## src/rtl/reflex_pixel_gen.sv

```systemverilog
// Reaction-target pixel generator: red square on black, four modes, frame-rate blink.
// Optional crosshair overlay in modes 2/3 when RPG_CROSSHAIR_EN is defined.
module reflex_pixel_gen #(
  parameter int unsigned H_ACTIVE     = 640,
  parameter int unsigned V_ACTIVE     = 480,
  parameter int unsigned CNT_W        = 10,
  parameter int unsigned BOX_SIZE     = 32,
  parameter int unsigned BLINK_FRAMES = 30,
  parameter int unsigned COLOR_W      = 4
) (
  input  logic               clk,
  input  logic               rst_n,
  input  logic [CNT_W-1:0]   h_cnt,
  input  logic [CNT_W-1:0]   v_cnt,
  input  logic               valid,
  input  logic [1:0]         mode,
  input  logic [CNT_W-1:0]   tgt_x,
  input  logic [CNT_W-1:0]   tgt_y,
  input  logic               tgt_load,
  output logic               tgt_ack,
  output logic [COLOR_W-1:0] vgaRed,
  output logic [COLOR_W-1:0] vgaGreen,
  output logic [COLOR_W-1:0] vgaBlue
);

  localparam int unsigned BW = (BLINK_FRAMES > 1) ? $clog2(BLINK_FRAMES) : 1;
  localparam int unsigned SW = CNT_W + 1;
  localparam logic [BW-1:0] BLINK_LAST = BW'(BLINK_FRAMES - 1);
  localparam logic [SW-1:0] BOX_W      = SW'(BOX_SIZE);
  localparam logic [SW-1:0] H_LIM      = SW'(H_ACTIVE);
  localparam logic [SW-1:0] V_LIM      = SW'(V_ACTIVE);

  logic               cond_q, cond_d;
  logic               pend_q, pend_d;
  logic [1:0]         pend_mode_q, pend_mode_d;
  logic [CNT_W-1:0]   pend_x_q, pend_x_d, pend_y_q, pend_y_d;
  logic [1:0]         act_mode_q, act_mode_d;
  logic [CNT_W-1:0]   act_x_q, act_x_d, act_y_q, act_y_d;
  logic [BW-1:0]      blink_cnt_q, blink_cnt_d;
  logic               blink_on_q, blink_on_d;
  logic               ack_q, ack_d;
  logic [COLOR_W-1:0] red_q, red_d, green_q, green_d, blue_q, blue_d;

  logic               cond, frame_tick, in_active, in_box;
  logic [SW-1:0]      h_ext, v_ext, x_ext, y_ext;

  // Frame tick, double-buffered target/mode and blink timebase
  always_comb begin
    cond        = (v_ext == V_LIM) && (h_cnt == '0);
    frame_tick  = cond && !cond_q;
    cond_d      = cond;
    pend_d      = pend_q;
    pend_mode_d = pend_mode_q;
    pend_x_d    = pend_x_q;
    pend_y_d    = pend_y_q;
    act_mode_d  = act_mode_q;
    act_x_d     = act_x_q;
    act_y_d     = act_y_q;
    blink_cnt_d = blink_cnt_q;
    blink_on_d  = blink_on_q;
    ack_d       = frame_tick && pend_q;

    if (frame_tick && pend_q) begin
      act_mode_d = pend_mode_q;
      act_x_d    = pend_x_q;
      act_y_d    = pend_y_q;
      pend_d     = 1'b0;
    end
    // A load coinciding with the tick lands in pending and waits for the next tick
    if (tgt_load) begin
      pend_mode_d = mode;
      pend_x_d    = tgt_x;
      pend_y_d    = tgt_y;
      pend_d      = 1'b1;
    end

    if (frame_tick) begin
      if (blink_cnt_q == BLINK_LAST) begin
        blink_cnt_d = '0;
        blink_on_d  = !blink_on_q;
      end else begin
        blink_cnt_d = blink_cnt_q + BW'(1);
      end
    end
  end

  // Colour selection; sums are one bit wider so the box never wraps
  always_comb begin
    h_ext     = {1'b0, h_cnt};
    v_ext     = {1'b0, v_cnt};
    x_ext     = {1'b0, act_x_q};
    y_ext     = {1'b0, act_y_q};
    in_active = valid && (h_ext < H_LIM) && (v_ext < V_LIM);
    in_box    = (h_ext >= x_ext) && (h_ext < x_ext + BOX_W) &&
                (v_ext >= y_ext) && (v_ext < y_ext + BOX_W);
    red_d     = '0;
    green_d   = '0;
    blue_d    = '0;

    case (act_mode_q)
      2'd1: begin
        red_d   = '1;
        green_d = '1;
        blue_d  = '1;
      end
      2'd2: if (in_box) red_d = '1;
      2'd3: if (in_box && blink_on_q) red_d = '1;
      default: ;
    endcase
`ifdef RPG_CROSSHAIR_EN
    if (act_mode_q[1] && ((h_ext == SW'(H_ACTIVE / 2)) || (v_ext == SW'(V_ACTIVE / 2)))) begin
      red_d   = '1;
      green_d = '1;
      blue_d  = '1;
    end
`endif
    if (!in_active) begin
      red_d   = '0;
      green_d = '0;
      blue_d  = '0;
    end
  end

  always_ff @(posedge clk or negedge rst_n) begin
    if (!rst_n) begin
      cond_q      <= 1'b0;
      pend_q      <= 1'b0;
      pend_mode_q <= '0;
      pend_x_q    <= '0;
      pend_y_q    <= '0;
      act_mode_q  <= '0;
      act_x_q     <= '0;
      act_y_q     <= '0;
      blink_cnt_q <= '0;
      blink_on_q  <= 1'b1;
      ack_q       <= 1'b0;
      red_q       <= '0;
      green_q     <= '0;
      blue_q      <= '0;
    end else begin
      cond_q      <= cond_d;
      pend_q      <= pend_d;
      pend_mode_q <= pend_mode_d;
      pend_x_q    <= pend_x_d;
      pend_y_q    <= pend_y_d;
      act_mode_q  <= act_mode_d;
      act_x_q     <= act_x_d;
      act_y_q     <= act_y_d;
      blink_cnt_q <= blink_cnt_d;
      blink_on_q  <= blink_on_d;
      ack_q       <= ack_d;
      red_q       <= red_d;
      green_q     <= green_d;
      blue_q      <= blue_d;
    end
  end

  assign tgt_ack  = ack_q;
  assign vgaRed   = red_q;
  assign vgaGreen = green_q;
  assign vgaBlue  = blue_q;

endmodule

```

## config.mk

```make
export PLATFORM = sky130hd
export DESIGN_NAME = reflex_pixel_gen
export DESIGN_NICKNAME = d
export VERILOG_FILES = /design/src/rtl/reflex_pixel_gen.sv
export SDC_FILE = /design/constraint.sdc
export NUM_CORES = 1
export LEC_CHECK = 0
export BUFFER_PORTS_ARGS = -buffer_cell sky130_fd_sc_hd__buf_2
export CAP_MARGIN = 20
export CORE_ASPECT_RATIO = 1.25
export CORE_MARGIN = 4
export CORE_UTILIZATION = 60
export DETAILED_ROUTE_END_ITERATION = 10
export PLACE_DENSITY = 0.86
export SYNTH_ARGS = -nofsm -noshare
export SYNTH_HDL_FRONTEND = slang
export SYNTH_SLANG_ARGS = --single-unit
```

## constraint.sdc

```tcl
create_clock -name clk -period 3.8 [get_ports clk]
set_clock_uncertainty 0.05 [all_clocks]
set_input_delay 0.76 -clock clk [delete_from_list [all_inputs] [get_ports clk]]
set_output_delay 0.76 -clock clk [all_outputs]
set_load 0.005 [all_outputs]
```

---- After elaboration in Yosys (flattened, before gate mapping) ----
Index checks and enable logic that the tools add are counted.
word-level totals
  input bits .............................. 46
  word-level logic and storage cells ...... 50
  register bits ........................... 61
  output and inout port bits .............. 13
operators by class
  $lt $le $gt $ge ......................... 6
  add/sub/neg operators ................... 3
  reductions and logical operators ........ 14
  equality and inequality tests ........... 5
  mux-type cells .......................... 9
operators with widths
  operator                 count
  $add A10 B6 Y11 const B  2
  $lt A10 B11 Y1           2
  $ge A10 B10 Y1           2
  $mux W4                  5
  $pmux W4 S3              1
  $eq A10 B9 Y1 const B    1
  $logic_not A10 Y1        1
  $lt A10 B10 Y1 const B   1
  $lt A10 B9 Y1 const B    1
  $logic_and A1 B1 Y1      9
  $add A5 B1 Y5 const B    1
  $eq A5 B5 Y1 const B     1
  $mux W5                  1
  $eq A2 B2 Y1 const B     2
  $eq A2 B1 Y1 const B     1
  $logic_not A1 Y1         2
  $mux W1                  2
  $reduce_and A2 Y1        1
  $reduce_bool A2 Y1       1

---- Depth between registers and ports, before layout ----
Gate-level depths: netlist (run 1).
  depth in word-level cells ............... 9
  gate-level depth with buffers ........... 9
  mapped depth without buffers ............ 9

---- Worst setup path after synthesis (run 1) ----
Ideal clock, no wire load.
  path type ............................... input-to-reg
  from .................................... input v_cnt[1]
  to ...................................... register act_mode_q[0]
  required time ........................... 3625 ps
  setup slack ............................. 1445 ps
  library setup time ...................... 125 ps
  arrival ................................. 2180 ps
  path buffers ............................ 1
  cell stages on the path ................. 6
  path through ............................ nor4_2 > nand2_1 > nor4_4 > and2_1 > buf_4 > mux2_2
on the way
  cells in the longest elaborated chain, start to end .. 4
RTL lines
  element                 line  RTL
  start: declaration      14    input logic [CNT_W-1:0] v_cnt,
  $eq A10 B9 Y1           49    cond = (v_ext == V_LIM) && (h_cnt == '0);
  $logic_and A1 B1 Y1     49
  $logic_and A1 B1 Y1     50    frame_tick = cond && !cond_q;
  $logic_and A1 B1 Y1     63    if (frame_tick && pend_q) begin
  end signal: assignment  146   act_mode_q <= act_mode_d;
  end: declaration        37    logic [1:0] act_mode_q, act_mode_d;
No other way between the ends.
A chain may end at the register's enable or synchronous reset.

---- Worst setup path in the final report (run 1) ----
  from .................................... input v_cnt[3]
  to ...................................... register act_mode_q[0]
The elaborated chain is that of the path after synthesis.

==> impl_metrics.tcl, run 1 <==
set metrics [dict create \
    post_cts_resized 0 \
    syn_inst 301 \
    core_um2 5040 \
    power_frac_clock_pct 31.2 \
    diodes 0 \
    final_area_um2 3500 \
    crit_type "in -> reg" \
    grt-ovfl-total 0 \
    synth_edf_count 0 \
    worstPathArrival_ns 2.62 \
    worst_pin_slew_ns 0.796 \
    cp-startpoint "v_cnt[3]" \
    cts-root-buf "clkbuf_8" \
    drv_cap 0 \
    holdBufCountCts 0 \
    synth_simple_gate_area_share_pct 12.8 \
    critPathCaptureType "flop" \
    final_cell_count_no_fill 416 \
    cts_tree "done" \
    path_clk_slew_ns 0.11 \
    muxShareOfSynthArea_pct 9.39 \
    via_count 2366 \
    place_inst 408 \
    crit-reg2reg-launch "act_y_q[5]" \
    syn_avg_cell_area_um2 10.4 \
    io_buffers 58 \
    slowest_delay_ns 0.44 \
    grt_pass1_wl_mm 11.1 \
    hold_class "reg -> reg" \
    drive_above_1_share_pct 29.7 \
    fill_cells 373 \
    remaining_drc_errors 0 \
    cp.required_ns 3.94 \
    post_cts_buffers 0 \
    hold_start "pend_x_q[2]" \
    dieArea_um2 6420 \
    dp_hpwl_mm 5.06 \
    drv_slew 0 \
    status "complete, no violations" \
    start_util_pct 61.8 \
    die_h_um 88.6 \
    period_share_pct 65.1 \
    cp-start-kind "input port" \
    htreeDepth 2 \
    power_density_nw_per_um2 301 \
    clock_sinks 55 \
    p_sw_w 0.000260 \
    antenna_left 0 \
    viasPerCell 5.69 \
    wl_per_cell_um 15.6 \
    antenna_found_initial 0 \
    finalNetCount 433 \
    dr.pass1.iters 4 \
    cts_buffers 5 \
    p_leak_nw 1.75 \
    wl_mm 6.47 \
    worstPathCellList "buf_2, nor4_2, nand2_1, nor4_4, and2_1, buf_4, mux2_2" \
    regToRegSetupSlack_ns 1.46 \
    syn-num-nets 381 \
    synthArstFlopShare_pct 100 \
    rsz0062_at_grt "no" \
    synth_ff_type "dfrtp_1" \
    grt_pass1_vias 2448 \
    p_int_w 0.000793 \
    peakVddDrop_mv 0.234 \
    cpMaxStageDelayCell "nor4_4" \
    drtIter0Drc 121 \
    synthDistinctLibCells 42 \
    synth-xor-area-share_pct 1.97 \
    pwr-share-comb_pct 9.8 \
    ys_seq_elements 55 \
    cts_buffer_depth 2 \
    fin_crit_ns 2.48 \
    ios 59 \
    syn_to_final_growth_pct 12.3 \
    hold_viol_final 0 \
    fmax_mhz 404 \
    synth.cell_area_um2 3120 \
    grt_max_degree 37 \
    synth_compound_area_share_pct 11.5 \
    synth_adder_area_share_pct 13.6 \
    power_frac_seq_pct 59.0 \
    place_congestion 0.883 \
    setup_violations 0 \
    grtUsageTotal_pct 22.2 \
    ys_warn_count 0 \
    setup_tns_ns 0 \
    hold_ws_ns 0.433 \
    rows 29 \
    maxSlewHeadroom_pct 46.9 \
    p_sw_share_pct 24.7 \
    die_w_um 72.5 \
    synth_top_family_by_area "adder cells" \
    place_area_um2 3410 \
    insertion_delay_ns 0.31 \
    seq_area_frac_synth_pct 44.2 \
    critPathMaxFanout 18 \
]
-- Yosys cell counts (2+ instances only) --
library cell	n	area share, %
a2111oi_0	2	0.56
a21oi_1	14	2.2
buf_2	3	0.48
buf_4	11	2.6
clkbuf_1	3	0.36
dfrtp_1	54	43
ha_1	34	14
inv_1	25	3.0
mux2_2	26	9.4
nand2_1	37	4.5
nand2b_1	3	0.60
nand3_1	8	1.3
nand4b_1	2	0.56
nor2_1	8	0.96
nor2b_1	2	0.40
nor3_1	2	0.32
nor4_1	2	0.40
nor4_2	2	0.80
o211ai_1	3	0.72
o21ai_0	28	4.5
o31ai_1	5	1.2
xnor2_1	7	2.0
-- cells in the final DEF (no fill, tap or decap), types with 3 or more instances in the layout --
master and n:
nand3_1 8, o31ai_1 5, dfrtp_1 54, ha_1 34, buf_2 58, nor2_1 8
a21oi_1 14, nand2b_1 3, o211ai_1 3, nand2_1 37, inv_1 25, buf_4 4
clkbuf_8 5, xnor2_1 7, o21ai_0 28, mux2_2 26
-- worst paths after layout --
kind	end	cells past startpoint
worst min register to register	act_x_q[2]	2
worst max-delay path	act_mode_q[0]	7
max in group asynchronous	pend_x_q[2]	2
worst max register to register	vgaRed[2]	9
min in group asynchronous	blink_cnt_q[3]	1
worst min-delay path	act_x_q[2]	2
-- power groups by stage --
stage | sequential (W) | combinational, W | clock (W)
final | 0.000621 | 0.000103 | 0.000329
after CTS | 0.000621 | 0.000105 | 0.000335
after detailed placement | 0.000632 | 0.000104 | 0
after global routing | 0.000623 | 0.000118 | 0.000360
after floorplan | 0.000628 | 0.0000506 | 0
after global placement | 0.000632 | 0.0000995 | 0
-- worst max-delay path, delay by kind of cell --
family | cells | cell delay [ns]
AND/OR/NAND/NOR | 4 | 1.16
multiplexers | 1 | 0.35
buffers and inverters | 2 | 0.34
-- flip-flops by register name (all words and copies together) (netlist names), 2 cells and up --
register and cells:
act_x_q 10, act_y_q 10, pend_x_q 10, pend_y_q 10
blink_cnt_q 5, act_mode_q 2, pend_mode_q 2
-- area by class of cell --
| type | count | area [um^2] | area share (%) |
|---|---|---|---|
| multi-input combinational | 204 | 1540 | 43.9 |
| sequential | 55 | 1380 | 39.3 |
| timing repair buffer | 62 | 320 | 9.15 |
| inverter | 25 | 93.8 | 2.68 |
| tap | 62 | 77.6 | 2.22 |
| clock buffer | 5 | 68.8 | 1.96 |
| clock inverter | 3 | 25.0 | 0.715 |
-- cells by family after synthesis --
kind of cell | count (synthesis)
and+or+nand+nor | 76
buffers and inverters | 42
adders and majority gates | 34
DFF | 55
xor gates and xnor gates | 7
muxes | 26
AOI/OAI and AO/OA | 61
-- per-layer routing --
| layer | GRT usage [%] | part of all wire, % |
|---|---|---|
| met1 | 26.6 | 41 |
| met5 | 0 | 0 |
| met4 | 9.23 | 2.1 |
| met3 | 3.41 | 5.7 |
| met2 | 39.9 | 51 |
-- per-stage QoR --
stage / total power, W / util [%] / worst slack (ns)
CTS: 0.00106 / 69.4 / 1.34
finish: 0.00105 / 69.4 / 1.32
global placement: 0.000731 / 67.6 / 1.08
global route: 0.00110 / 69.4 / 1.16
floorplan: 0.000678 / - / 1.45
detailed placement: 0.000736 / 67.6 / 1.01
No activity file was read; power rests on OpenSTA's default activity.
==> run 2, diff against run 1 <==
--- a/config.mk
+++ b/config.mk
@@ -9,9 +9,9 @@
 export CAP_MARGIN = 20
 export CORE_ASPECT_RATIO = 1.25
 export CORE_MARGIN = 4
-export CORE_UTILIZATION = 60
+export CORE_UTILIZATION = 50
 export DETAILED_ROUTE_END_ITERATION = 10
-export PLACE_DENSITY = 0.86
+export PLACE_DENSITY = 0.77
 export SYNTH_ARGS = -nofsm -noshare
 export SYNTH_HDL_FRONTEND = slang
 export SYNTH_SLANG_ARGS = --single-unit
==> constraint.sdc (replaced) <==
create_clock -name clk -period 2.05 [get_ports clk]
set_clock_uncertainty 0.05 [all_clocks]
set_input_delay 0.41 -clock clk [delete_from_list [all_inputs] [get_ports clk]]
set_output_delay 0.41 -clock clk [all_outputs]
set_load 0.005 [all_outputs]
==> impl_metrics.tcl, run 2 (same netlist as run 1, synthesis figures left out) <==
set metrics [dict create \
    die_h_um 96.3 \
    ios 59 \
    hold_ws_ns 0.261 \
    p_sw_w 0.000494 \
    hold_start "tgt_y[7]" \
    power_density_nw_per_um2 531 \
    diodes 0 \
    crit_end "vgaRed[2]" \
    cp.required_ns 2.21 \
    worstPathArrival_ns 2.28 \
    cp-startpoint "act_y_q[6]" \
    layout_commonest_cell "buf_2" \
    grt_max_degree 34 \
    viasPerCell 5.24 \
    grt_pass1_vias 2470 \
    cts_buffers 5 \
    pwr-share-comb_pct 10.7 \
    setup_tns_ns -0.0727 \
    peakVddDrop_mv 0.472 \
    finalNetCount 455 \
    cp-start-kind "flop" \
    insertion_delay_ns 0.32 \
    slowest_delay_ns 0.40 \
    cts_buffer_depth 2 \
    core_um2 5930 \
    dp_hpwl_mm 5.15 \
    violations "negative setup slack" \
    antenna_found_initial 0 \
    cts_tree "done" \
    crit-reg2reg-launch "act_y_q[6]" \
    seq_area_um2 1380 \
    grtUsageTotal_pct 19.2 \
    cpMaxStageDelayCell "dfrtp_1" \
    dr.pass1.iters 4 \
    worstPathCellList "ha_2, inv_1, ha_1, a2111oi_0, a21oi_1, nand4b_1, o311ai_1, o31ai_1" \
    drtIter0Drc 83 \
    p_int_w 0.00149 \
    path_clk_slew_ns 0.11 \
    fin_crit_ns 2.12 \
    hold_class "in -> reg" \
    period_share_pct 104 \
    htreeDepth 2 \
    status "complete, but fails checks" \
    p_leak_nw 1.87 \
    fmax_mhz 471 \
    power_frac_seq_pct 58.1 \
    p_sw_share_pct 25.0 \
    timing.rr.end "vgaRed[2]" \
    critPathMaxFanout 2 \
    io_buffers 58 \
    die_w_um 78.6 \
    setup_ws_ns -0.0727 \
    grt-ovfl-total 0 \
    holdPathStages 2 \
    drv_cap 0 \
    worst_pin_slew_ns 0.572 \
    post_cts_buffers 0 \
    rsz0062_at_grt "yes" \
    power_frac_clock_pct 31.3 \
    regToRegSetupSlack_ns -0.07 \
    setup_violations 1 \
    multi_input_area_um2 1570 \
    wl_per_cell_um 14.3 \
    via_count 2398 \
    maxSlewHeadroom_pct 61.9 \
    rows 31 \
    antenna_left 0 \
    fill_cells 486 \
    r2r_cells 8 \
    cts-root-buf "clkbuf_8" \
    syn_to_final_growth_pct 19.7 \
    clock_sinks 55 \
    final_cell_mix "buf_2 (58), dfrtp_1 (54), nand2_1 (37), ha_1 (33)" \
    grt_pass1_wl_mm 11.4 \
    crit_type "reg -> reg" \
    remaining_drc_errors 0 \
    wl_mm 6.56 \
    dieArea_um2 7570 \
    start_util_pct 52.6 \
    drive_above_1_share_pct 35.1 \
    drv_slew 0 \
    place_congestion 0.865 \
    critPathCaptureType "flop" \
    hold_viol_final 0 \
]
## run 2: power groups by stage
| stage | combinational [W] | clock (W) | sequential (W) |
|---|---|---|---|
| 2_1_floorplan | 0.0000938 | 0 | 0.00116 |
| 3_3_place_gp | 0.000205 | 0 | 0.00117 |
| 3_5_place_dp | 0.000211 | 0 | 0.00117 |
| 4_1_cts | 0.000215 | 0.000628 | 0.00115 |
| 5_1_grt | 0.000241 | 0.000680 | 0.00116 |
| 6_report | 0.000211 | 0.000619 | 0.00115 |
## run 2: worst max-delay path: cells and delay by family (launching register included)
family / cells / cell delay (ns)
AO/OA/AOI/OAI: 4 / 0.89
adder cells (fa/ha/maj): 2 / 0.50
buffers and inverters: 1 / 0.04
flip-flops: 1 / 0.40
AND/OR/NAND/NOR: 1 / 0.14
## run 2: cell type report
| cell class | count | share of cell area (%) |
|---|---|---|
| clock buffers | 5 | 1.84 |
| inverters | 25 | 2.51 |
| clock inverters | 3 | 0.637 |
| well taps | 82 | 2.75 |
| flip-flops and latches | 55 | 36.9 |
| repair buffers | 84 | 13.4 |
| multi-input cells | 204 | 41.9 |
## run 2: routing by layer
layer	vias up	wire length (um)	GRT usage (%)
li1	1199	-	-
met1	1131	2850	23.5
met2	54	3330	34.6
met3	14	215	2.34
met4	0	172	7.43
met5	-	0	0
## run 2: what timing repair did
action,in CTS,in global routing
gates resized for setup,8,1
hold endpoints to repair,2,0
pin swaps,4,1
hold buffers,1,0
endpoints found under the setup margin,1,1
## run 2: how the worst min path moves through the flow
stage                    endpoint  slack [ns]
floorplan           act_mode_q[0]        0.06
global placement      pend_y_q[3]        0.34
detailed placement    pend_y_q[3]        0.34
CTS                   pend_y_q[7]        0.26
global route          pend_y_q[8]        0.25
finish                pend_y_q[7]        0.26
## run 2: metrics by stage
stage	util, %	total power, W	area, um^2	setup slack (ns)	cells
6_report	62.9	0.00198	3730	-0.0727	458
5_1_grt	62.9	0.00208	3730	-0.208	458
4_1_cts	62.8	0.00199	3730	-0.111	458
3_5_place_dp	60.7	0.00138	3600	-0.171	449
3_3_place_gp	60.7	0.00137	3600	-0.0977	449
2_1_floorplan	-	0.00126	3120	0.0451	301
